<file path="config.mk">
export PLATFORM = sky130hd
export DESIGN_NAME = delay_timer_scheduler_flat
export DESIGN_NICKNAME = d
export VERILOG_FILES = /design/src/rtl/delay_timer_scheduler_if.sv /design/src/rtl/delay_timer_scheduler.sv /design/src/flat_wrapper.sv
export SDC_FILE = /design/constraint.sdc
export NUM_CORES = 1
export LEC_CHECK = 0
export CAP_MARGIN = 20
export CORE_ASPECT_RATIO = 1.1
export CORE_MARGIN = 10
export CORE_UTILIZATION = 59
export CTS_CLUSTER_DIAMETER = 30
export CTS_CLUSTER_SIZE = 8
export DETAILED_ROUTE_END_ITERATION = 10
export DONT_BUFFER_PORTS = 1
export PLACE_DENSITY = 0.75
export RECOVER_POWER = 100
export SYNTH_ARGS = -nofsm -noshare
export SYNTH_HDL_FRONTEND = slang
export SYNTH_SLANG_ARGS = --single-unit
export TNS_END_PERCENT = 5
</file>
<file path="constraint.sdc">
create_clock -name Clk -period 3 [get_ports Clk]
set_clock_uncertainty 0.2 [all_clocks]
set_input_delay 0.6 -clock Clk [delete_from_list [all_inputs] [get_ports Clk]]
set_output_delay 0.6 -clock Clk [all_outputs]
set_load 0.02 [all_outputs]
</file>
<file path="src/rtl/delay_timer_scheduler_if.sv">
// Handshake bundle between the game-logic requesters and the shared delay
// timer scheduler.
//
// Handshake: a requester raises req[i] (level) with its delay on
// req_delay[i*CNT_W +: CNT_W] and keeps req high until it sees done[i]. The
// delay is sampled only in the cycle the grant is taken. Dropping req[i]
// while granted cancels the timing run without a done pulse. After done[i]
// the requester must drop req[i], or it re-enters arbitration.
interface delay_timer_scheduler_if #(
  parameter int NUM_REQ = 4,
  parameter int CNT_W   = 20
);
  logic [NUM_REQ-1:0]       req;
  logic [NUM_REQ*CNT_W-1:0] req_delay;
  logic [NUM_REQ-1:0]       grant;
  logic [NUM_REQ-1:0]       done;
  logic                     busy;
  logic [CNT_W-1:0]         count;
  logic [1:0]               state_dbg;

  // Requester side: drives requests, observes scheduler results.
  modport master (
    output req,
    output req_delay,
    input  grant,
    input  done,
    input  busy,
    input  count,
    input  state_dbg
  );

  // Scheduler side.
  modport slave (
    input  req,
    input  req_delay,
    output grant,
    output done,
    output busy,
    output count,
    output state_dbg
  );
endinterface

</file>
<file path="src/rtl/delay_timer_scheduler.sv">
// delay_timer_scheduler: one shared count-up timer arbitrated between
// NUM_REQ requesters. The winner's delay is latched at grant; the counter
// runs 0..delay, then a one-cycle done pulse goes back to the owner.
//
// Build option: define SCHED_FIXED_PRIO_EN to use fixed priority (lowest
// index wins) instead of round-robin. Timing is identical in both builds.
module delay_timer_scheduler #(
  parameter int NUM_REQ = 4,
  parameter int CNT_W   = 20
) (
  input  logic                    Clk,
  input  logic                    Reset,
  delay_timer_scheduler_if.slave  bus
);

  localparam int IDX_W = (NUM_REQ > 1) ? $clog2(NUM_REQ) : 1;

  typedef enum logic [1:0] {
    IDLE = 2'd0,
    RUN  = 2'd1,
    DONE = 2'd2
  } state_t;

  // Registered state
  state_t             state_q;
  logic [NUM_REQ-1:0] grant_q;
  logic [NUM_REQ-1:0] done_q;
  logic [CNT_W-1:0]   count_q;
  logic [CNT_W-1:0]   limit_q;
  logic [IDX_W-1:0]   owner_q;

  // Next-state values
  state_t             state_nxt;
  logic [NUM_REQ-1:0] grant_nxt;
  logic [NUM_REQ-1:0] done_nxt;
  logic [CNT_W-1:0]   count_nxt;
  logic [CNT_W-1:0]   limit_nxt;
  logic [IDX_W-1:0]   owner_nxt;

  // Arbitration result
  logic               win_found;
  logic [IDX_W-1:0]   win;

  // Per-requester view of the packed delay bus
  logic [CNT_W-1:0]   delay_arr [NUM_REQ];

  for (genvar gi = 0; gi < NUM_REQ; gi++) begin : g_delay
    assign delay_arr[gi] = bus.req_delay[gi*CNT_W +: CNT_W];
  end

`ifdef SCHED_FIXED_PRIO_EN

  // Fixed priority: the lowest set request index wins.
  always_comb begin
    win_found = 1'b0;
    win       = '0;
    for (int k = 0; k < NUM_REQ; k++) begin
      if (!win_found && bus.req[IDX_W'(k)]) begin
        win_found = 1'b1;
        win       = IDX_W'(k);
      end
    end
  end

`else

  // Round-robin pointer: index of the requester served most recently.
  // Reset value NUM_REQ-1 gives requester 0 first priority.
  logic [IDX_W-1:0] last_q;
  logic [IDX_W-1:0] last_nxt;
  int               scan_idx;

  // Round-robin: scan last+1, last+2, ... modulo NUM_REQ for the first request.
  always_comb begin
    win_found = 1'b0;
    win       = '0;
    scan_idx  = 0;
    for (int k = 1; k <= NUM_REQ; k++) begin
      scan_idx = (int'(last_q) + k) % NUM_REQ;
      if (!win_found && bus.req[IDX_W'(scan_idx)]) begin
        win_found = 1'b1;
        win       = IDX_W'(scan_idx);
      end
    end
  end

  // Pointer moves to the owner whenever a run ends (done or cancel).
  always_comb begin
    last_nxt = last_q;
    if ((state_q == DONE) || ((state_q == RUN) && !bus.req[owner_q])) begin
      last_nxt = owner_q;
    end
  end

  // Pointer register.
  always_ff @(posedge Clk) begin
    if (Reset) begin
      last_q <= IDX_W'(NUM_REQ - 1);
    end else begin
      last_q <= last_nxt;
    end
  end

`endif

  // Next-state and next-output logic for the IDLE/RUN/DONE controller.
  always_comb begin
    state_nxt = state_q;
    grant_nxt = grant_q;
    done_nxt  = '0;
    count_nxt = count_q;
    limit_nxt = limit_q;
    owner_nxt = owner_q;

    unique case (state_q)
      IDLE: begin
        count_nxt = '0;
        grant_nxt = '0;
        if (win_found) begin
          grant_nxt      = '0;
          grant_nxt[win] = 1'b1;
          limit_nxt      = delay_arr[win];
          owner_nxt      = win;
          state_nxt      = RUN;
        end
      end

      RUN: begin
        if (!bus.req[owner_q]) begin
          // Cancel takes precedence over expiry in the same cycle.
          state_nxt = IDLE;
          grant_nxt = '0;
          count_nxt = '0;
        end else if (count_q == limit_q) begin
          state_nxt          = DONE;
          done_nxt           = '0;
          done_nxt[owner_q]  = 1'b1;
        end else begin
          count_nxt = count_q + CNT_W'(1);
        end
      end

      DONE: begin
        state_nxt = IDLE;
        grant_nxt = '0;
        count_nxt = '0;
      end

      default: begin
        state_nxt = IDLE;
        grant_nxt = '0;
        count_nxt = '0;
      end
    endcase
  end

  // Controller, counter and latched-limit registers.
  always_ff @(posedge Clk) begin
    if (Reset) begin
      state_q <= IDLE;
      grant_q <= '0;
      done_q  <= '0;
      count_q <= '0;
      limit_q <= '0;
      owner_q <= '0;
    end else begin
      state_q <= state_nxt;
      grant_q <= grant_nxt;
      done_q  <= done_nxt;
      count_q <= count_nxt;
      limit_q <= limit_nxt;
      owner_q <= owner_nxt;
    end
  end

  assign bus.grant     = grant_q;
  assign bus.done      = done_q;
  assign bus.count     = count_q;
  assign bus.busy      = (state_q == RUN) || (state_q == DONE);
  assign bus.state_dbg = state_q;

endmodule

</file>
<file path="src/flat_wrapper.sv">
// flat-port wrapper written by rule: the top's interface ports become plain ports
module delay_timer_scheduler_flat 
#(
  parameter int NUM_REQ = 4,
  parameter int CNT_W   = 20
)
  (Clk, Reset, bus_req, bus_req_delay, bus_grant, bus_done, bus_busy, bus_count, bus_state_dbg);
  delay_timer_scheduler_if #(.NUM_REQ(NUM_REQ), .CNT_W(CNT_W)) bus_i ();
  input  logic Clk;
  input  logic Reset;
  input wire logic [$bits(bus_i.req)-1:0] bus_req;
  input wire logic [$bits(bus_i.req_delay)-1:0] bus_req_delay;
  output wire logic [$bits(bus_i.grant)-1:0] bus_grant;
  output wire logic [$bits(bus_i.done)-1:0] bus_done;
  output wire logic [$bits(bus_i.busy)-1:0] bus_busy;
  output wire logic [$bits(bus_i.count)-1:0] bus_count;
  output wire logic [$bits(bus_i.state_dbg)-1:0] bus_state_dbg;
  assign bus_i.req = bus_req;
  assign bus_i.req_delay = bus_req_delay;
  assign bus_grant = bus_i.grant;
  assign bus_done = bus_i.done;
  assign bus_busy = bus_i.busy;
  assign bus_count = bus_i.count;
  assign bus_state_dbg = bus_i.state_dbg;
  delay_timer_scheduler #(.NUM_REQ(NUM_REQ), .CNT_W(CNT_W)) u_core (.Clk(Clk), .Reset(Reset), .bus(bus_i));
endmodule
</file>
==> results_dict.tcl, run 1 <==
set metrics [dict create \
    synthDistinctLibCells 45 \
    first_pass_iters 4 \
    grt_max_degree 43 \
    finalCritPeriodShare_pct 86.5 \
    synth_edf_count 0 \
    cts_buffers 5 \
    track_usage_pct 17.9 \
    critPathCaptureType "flop" \
    cp_top_family "compound AO/OA/AOI/OAI gates" \
    post_cts_resized 0 \
    cts_root_buffer "clkbuf_8" \
    crit_fanout 42 \
    ir_drop_mv 0.406 \
    ys_ff_latch 54 \
    report.final.slew_viol_count 0 \
    cts_sinks 54 \
    arrival_ps 2590 \
    grt_antenna_before_repair 0 \
    drc_errors 0 \
    cts_hold_buf 0 \
    routedWlPerCell_um 19.8 \
    clockBufferDepth 2 \
    numPortBuffers 0 \
    setup_ws_ps 406 \
    area_growth_pct 4.28 \
    hpwl_um 6140 \
    postCtsSetupBuffers 0 \
    tns_ps 0 \
    tritoncts "built" \
    place_congestion 0.878 \
    drtIter0Drc 125 \
    cp_slowest_cell "clkbuf_4" \
    max_cap_viol_count 0 \
    async_flop_share_pct 0 \
    cp.required_ps 2990 \
    viasPerCell 6.34 \
    grt_pass1_vias 2481 \
    yosysSeqAreaShare_pct 35.2 \
    synth_cells 337 \
    post-route-util_pct 63.6 \
    status "completed" \
    critPathBufInv 1 \
    syn_avg_cell_area_sq_um 9.10 \
    p_leak_nw 1.18 \
    ios 117 \
    slowest_delay_ps 510 \
    finalHoldViolations 0 \
    start_util_pct 60.9 \
    min_period_ps 2590 \
    path_clk_slew_ps 90 \
    synth-main-ff-cell "dfxtp_1" \
    setup_viol 0 \
    power.total_mw 1.77 \
    grt-ovfl-total 0 \
    ant_nets 0 \
    cp_cell_sequence "nand2b_1 -> a21boi_0 -> o211a_2 -> clkbuf_4 -> mux2_1 -> a221o_1" \
    h-tree-depth 2 \
    slew_headroom_pct 57.5 \
    min_path_type "in -> reg" \
    worst_pin_slew_ps 637 \
    rows 27 \
    die_w_um 88.8 \
    syn-num-nets 427 \
    p_per_area_nw_per_um2 554 \
    core-area_sq_um 5030 \
    finalWirelength_um 7800 \
    yosysWarnings 0 \
    fmax_mhz 386 \
    nNetsFinal 426 \
    rsz0062_at_grt "false" \
    cp-start-kind "flop" \
    dieArea_sq_um 8490 \
    antennaDiodeCount 0 \
    clock_latency_ps 310 \
    vias 2506 \
    die_y_um 95.6 \
    synthesis.area_sq_um 3070 \
    grt_pass1_wl_um 12200 \
    drive_gt1_share_pct 6.53 \
    place_ws_ps 501 \
    crit_type "reg -> reg" \
]
==> through the flow <==
stage / hold slack, ps / std cells / area (sq um)
after CTS: 143 / 395 / 3240
after global routing: 137 / 395 / 3200
after floorplan: 276 / 337 / 3070
after global placement: 297 / 387 / 3130
after detailed placement: 304 / 387 / 3130
final: 150 / 395 / 3200
==> area by class of cell <==
cell class / count / area, sq um
clock buffers: 6 / 72.6
clock inverters: 2 / 37.5
fillers: 417 / 1830
inverters: 10 / 37.5
multi-input cells: 256 / 1850
flip-flops and latches: 54 / 1080
well taps: 58 / 72.6
repair buffers: 9 / 48.8
==> state kept, by name, summed over array words and instances (netlist names) <==
name and count:
u_core.limit_q 20, u_core.bus.count 20, u_core.bus.grant 4, u_core.owner_q 2, u_core.bus.state_dbg 2, u_core.bus.done 4, u_core.last_q 2
==> Yosys cell counts, types with 2 or more instances <==
cell       n  share of area [%]
and2_1     4               0.82
a221o_1   20                6.5
a21oi_1   18                2.9
a31o_2     2               0.57
or3b_1     2               0.57
a211o_1    2               0.57
buf_2      5               0.82
nand2b_1   3               0.61
and3_1     5                1.0
o21ai_0    8                1.3
nand3_1   12                2.0
nor2b_1    2               0.41
nor2_1    39                4.8
or3_1      8                1.6
mux2i_1   25                8.2
ha_1       4                1.6
buf_4      2               0.49
nor3_1     2               0.33
o211ai_1   2               0.49
o41ai_1    2               0.57
inv_1     10                1.2
xnor2_1   25                7.1
a211oi_1   5                1.2
nand4_1    9                1.8
clkbuf_1   7               0.86
nor3b_1    2               0.49
mux2_1    16                5.9
dfxtp_1   54                 35
mux2_2     4                1.5
nand2_1   20                2.4
or4_1      2               0.49
buf_6      3                1.1
==> routing by layer <==
layer	part of all wire (%)	up-vias	track usage, %
met5	0	-	0
met4	1.2	0	6.06
met3	9.1	7	6.57
met2	49	98	29.5
met1	41	1170	20.9
li1	-	1231	-
==> path summary, 6_finish.rpt <==
path	start	depth (start not counted)	endpoint	slack, ps
setup reg to reg	u_core.last_q[0]	6	u_core.limit_q[5]	410
hold reg to reg	u_core.limit_q[3]	1	u_core.limit_q[3]	320
hold / removal	Reset	1	u_core.bus.grant[3]	150
setup / recovery	u_core.last_q[0]	6	u_core.limit_q[5]	410
==> report_power, final <==
| group | total [mW] | internal, mW | switching [mW] |
|---|---|---|---|
| logic | 0.424 | 0.204 | 0.220 |
| clock network | 0.484 | 0.249 | 0.235 |
| registers | 0.865 | 0.785 | 0.0795 |
==> placed cells by master, fill, tap and decap left out, drive strengths merged, types with 2 or more instances in the layout <==
master / count
o211ai: 2
nand2: 21
o41ai: 2
a211o: 2
mux2: 20
xnor2: 25
mux2i: 25
nor3b: 2
a21oi: 18
nor3: 3
buf: 3
nor2b: 2
nand3: 12
a211oi: 5
or4: 2
ha: 4
a2111oi: 2
nor2: 39
or3: 8
and2: 5
a221o: 20
or3b: 2
clkbuf: 12
nand2b: 3
dfxtp: 54
a31o: 2
and3: 5
inv: 10
o21ai: 8
nand4: 9
==> cells by family after synthesis <==
group                    count (synthesis)  synth area share [%]
AND/OR/NAND/NOR                        114                  18.7
AO/OA/AOI/OAI                           67                  16.6
flip-flops                              54                  35.2
multiplexers                            46                  16.2
adder cells (fa/ha/maj)                  4                  1.63
buffers and inverters                   27                  4.49
XOR/XNOR                                25                  7.14
Power figures use the tool's default switching activity.
==> run 2: changes to the inputs <==
CORE_MARGIN = not set   (was 10)
HOLD_SLACK_MARGIN = 0.03   (was not set)
==> results_dict.tcl, run 2 (synthesis gave the netlist of run 1 again) <==
set metrics [dict create \
    status "finished, violations left" \
    violations "DRC" \
    grt_pass1_vias 2335 \
    critPathCaptureType "flop" \
    arrival_ps 2690 \
    finalCritPeriodShare_pct 89.5 \
    routedWlPerCell_um 18.0 \
    tritoncts "built" \
    hpwl_um 5410 \
    layout_common_cells "dfxtp_1 (54), nor2_1 (39), mux2i_1 (25), xnor2_1 (25), nand2_1 (21)" \
    finalHoldViolations 0 \
    report.final.slew_viol_count 0 \
    final_area_sq_um 3180 \
    fill_cells 444 \
    fmax_mhz 373 \
    drive_gt1_share_pct 6.53 \
    rrSetupSlack_ps 320 \
    numPortBuffers 0 \
    post_cts_resized 0 \
    slew_headroom_pct 34.5 \
    dieArea_sq_um 5490 \
    dpl_cell_area_sq_um 3130 \
    nNetsFinal 426 \
    viasPerCell 6.40 \
    min_period_ps 2680 \
    cts_buffers 5 \
    grt_pass1_wl_um 11200 \
    p_per_area_nw_per_um2 536 \
    cts_hold_buf 0 \
    grt_antenna_before_repair 0 \
    r2r-end "u_core.bus.count[6]" \
    vias 2527 \
    max_cap_viol_count 0 \
    setup_viol 0 \
    track_usage_pct 26.0 \
    stdcell_count 395 \
    grt-ovfl-total 0 \
    clock_latency_ps 310 \
    whs_path_depth 1 \
    final_common_cell "dfxtp_1" \
    cp_cell_sequence "mux4_2 -> and2_0 -> nand2b_1 -> clkbuf_1 -> or4_1 -> nand2_1" \
    reg2regPathDepth 6 \
    ant_nets 0 \
    clockBufferDepth 2 \
    cp-start-kind "flop" \
    crit_fanout 10 \
    hold_end "u_core.bus.grant[2]" \
    ir_drop_mv 0.290 \
    die_y_um 77.6 \
    hold_start "Reset" \
    slowest_delay_ps 580 \
    ios 117 \
    min_path_type "in -> reg" \
    die_w_um 70.8 \
    place_congestion 0.874 \
    antennaDiodeCount 0 \
    drc_errors 14 \
    area_growth_pct 3.67 \
    cts_sinks 54 \
    multiInputGateArea_sq_um 1840 \
    place_inst 387 \
    start_util_pct 61.4 \
    core-area_sq_um 5000 \
    first_pass_iters 7 \
    postCtsSetupBuffers 0 \
    rows 27 \
    rsz0062_at_grt "false" \
    p_leak_nw 1.19 \
    regArea_sq_um 1080 \
    power.total_mw 1.71 \
    cp.required_ps 3000 \
    r2r-start "u_core.owner_q[1]" \
    crit_type "reg -> reg" \
    drtIter0Drc 105 \
    worst_pin_slew_ps 980 \
    cp_slowest_cell "mux4_2" \
    path_clk_slew_ps 90 \
    finalWirelength_um 7090 \
    grt_max_degree 38 \
    cts_root_buffer "clkbuf_8" \
    tns_ps 0 \
    h-tree-depth 2 \
]
==> run 2: metal layers <==
| layer | part of all wire (%) | vias up | global-route usage, % |
|---|---|---|---|
| met5 | 0 | - | 0 |
| met1 | 44 | 1192 | 32.7 |
| met4 | 0.78 | 0 | 6.00 |
| met2 | 48 | 94 | 43.4 |
| li1 | - | 1235 | - |
| met3 | 7.4 | 6 | 8.31 |
==> run 2: power breakdown <==
| part | switching [mW] | leakage [nW] | total (mW) | internal (mW) |
|---|---|---|---|---|
| sequential | 0.0743 | 0.441 | 0.860 | 0.785 |
| clock | 0.234 | 0.0482 | 0.421 | 0.187 |
| combinational | 0.222 | 0.699 | 0.426 | 0.203 |
| total | 0.530 | 1.19 | 1.71 | 1.18 |
==> run 2: final cells by class <==
class / instances / share of cell area (%)
Multi-Input combinational cell: 256 / 58.0
Clock buffer: 7 / 2.71
Inverter: 10 / 1.18
Tap cell: 58 / 2.28
Sequential cell: 54 / 34.0
Clock inverter: 1 / 0.157
Timing Repair Buffer: 9 / 1.69
==> run 2: worst max path at each step <==
stage / start / endpoint / slack [ps] / cells past startpoint
2_1_floorplan: bus_req[3] / u_core.limit_q[10] / 720 / 7
3_3_place_gp: bus_req[3] / u_core.limit_q[1] / 510 / 6
3_5_place_dp: bus_req[3] / u_core.limit_q[1] / 420 / 6
4_1_cts: u_core.bus.count[7] / u_core.bus.state_dbg[0] / 540 / 6
5_1_grt: u_core.owner_q[1] / u_core.bus.count[6] / 160 / 6
6_report: u_core.owner_q[1] / u_core.bus.count[6] / 320 / 6
==> run 2: metrics by stage <==
stage / util, % / setup slack [ps] / hold slack, ps
detailed placement: 62.5 / 423 / 306
finish: 63.6 / 315 / 150
floorplan: - / 720 / 276
global placement: 62.5 / 511 / 293
global route: 63.6 / 158 / 137
CTS: 64.3 / 542 / 148
==> run 2: worst max-delay path: cells and delay by family, from the launching register on <==
kind	cells	cell delay (ps)
buffers and inverters	1	380
flip-flops	1	490
multiplexers	1	580
AND/OR/NAND/NOR	4	930
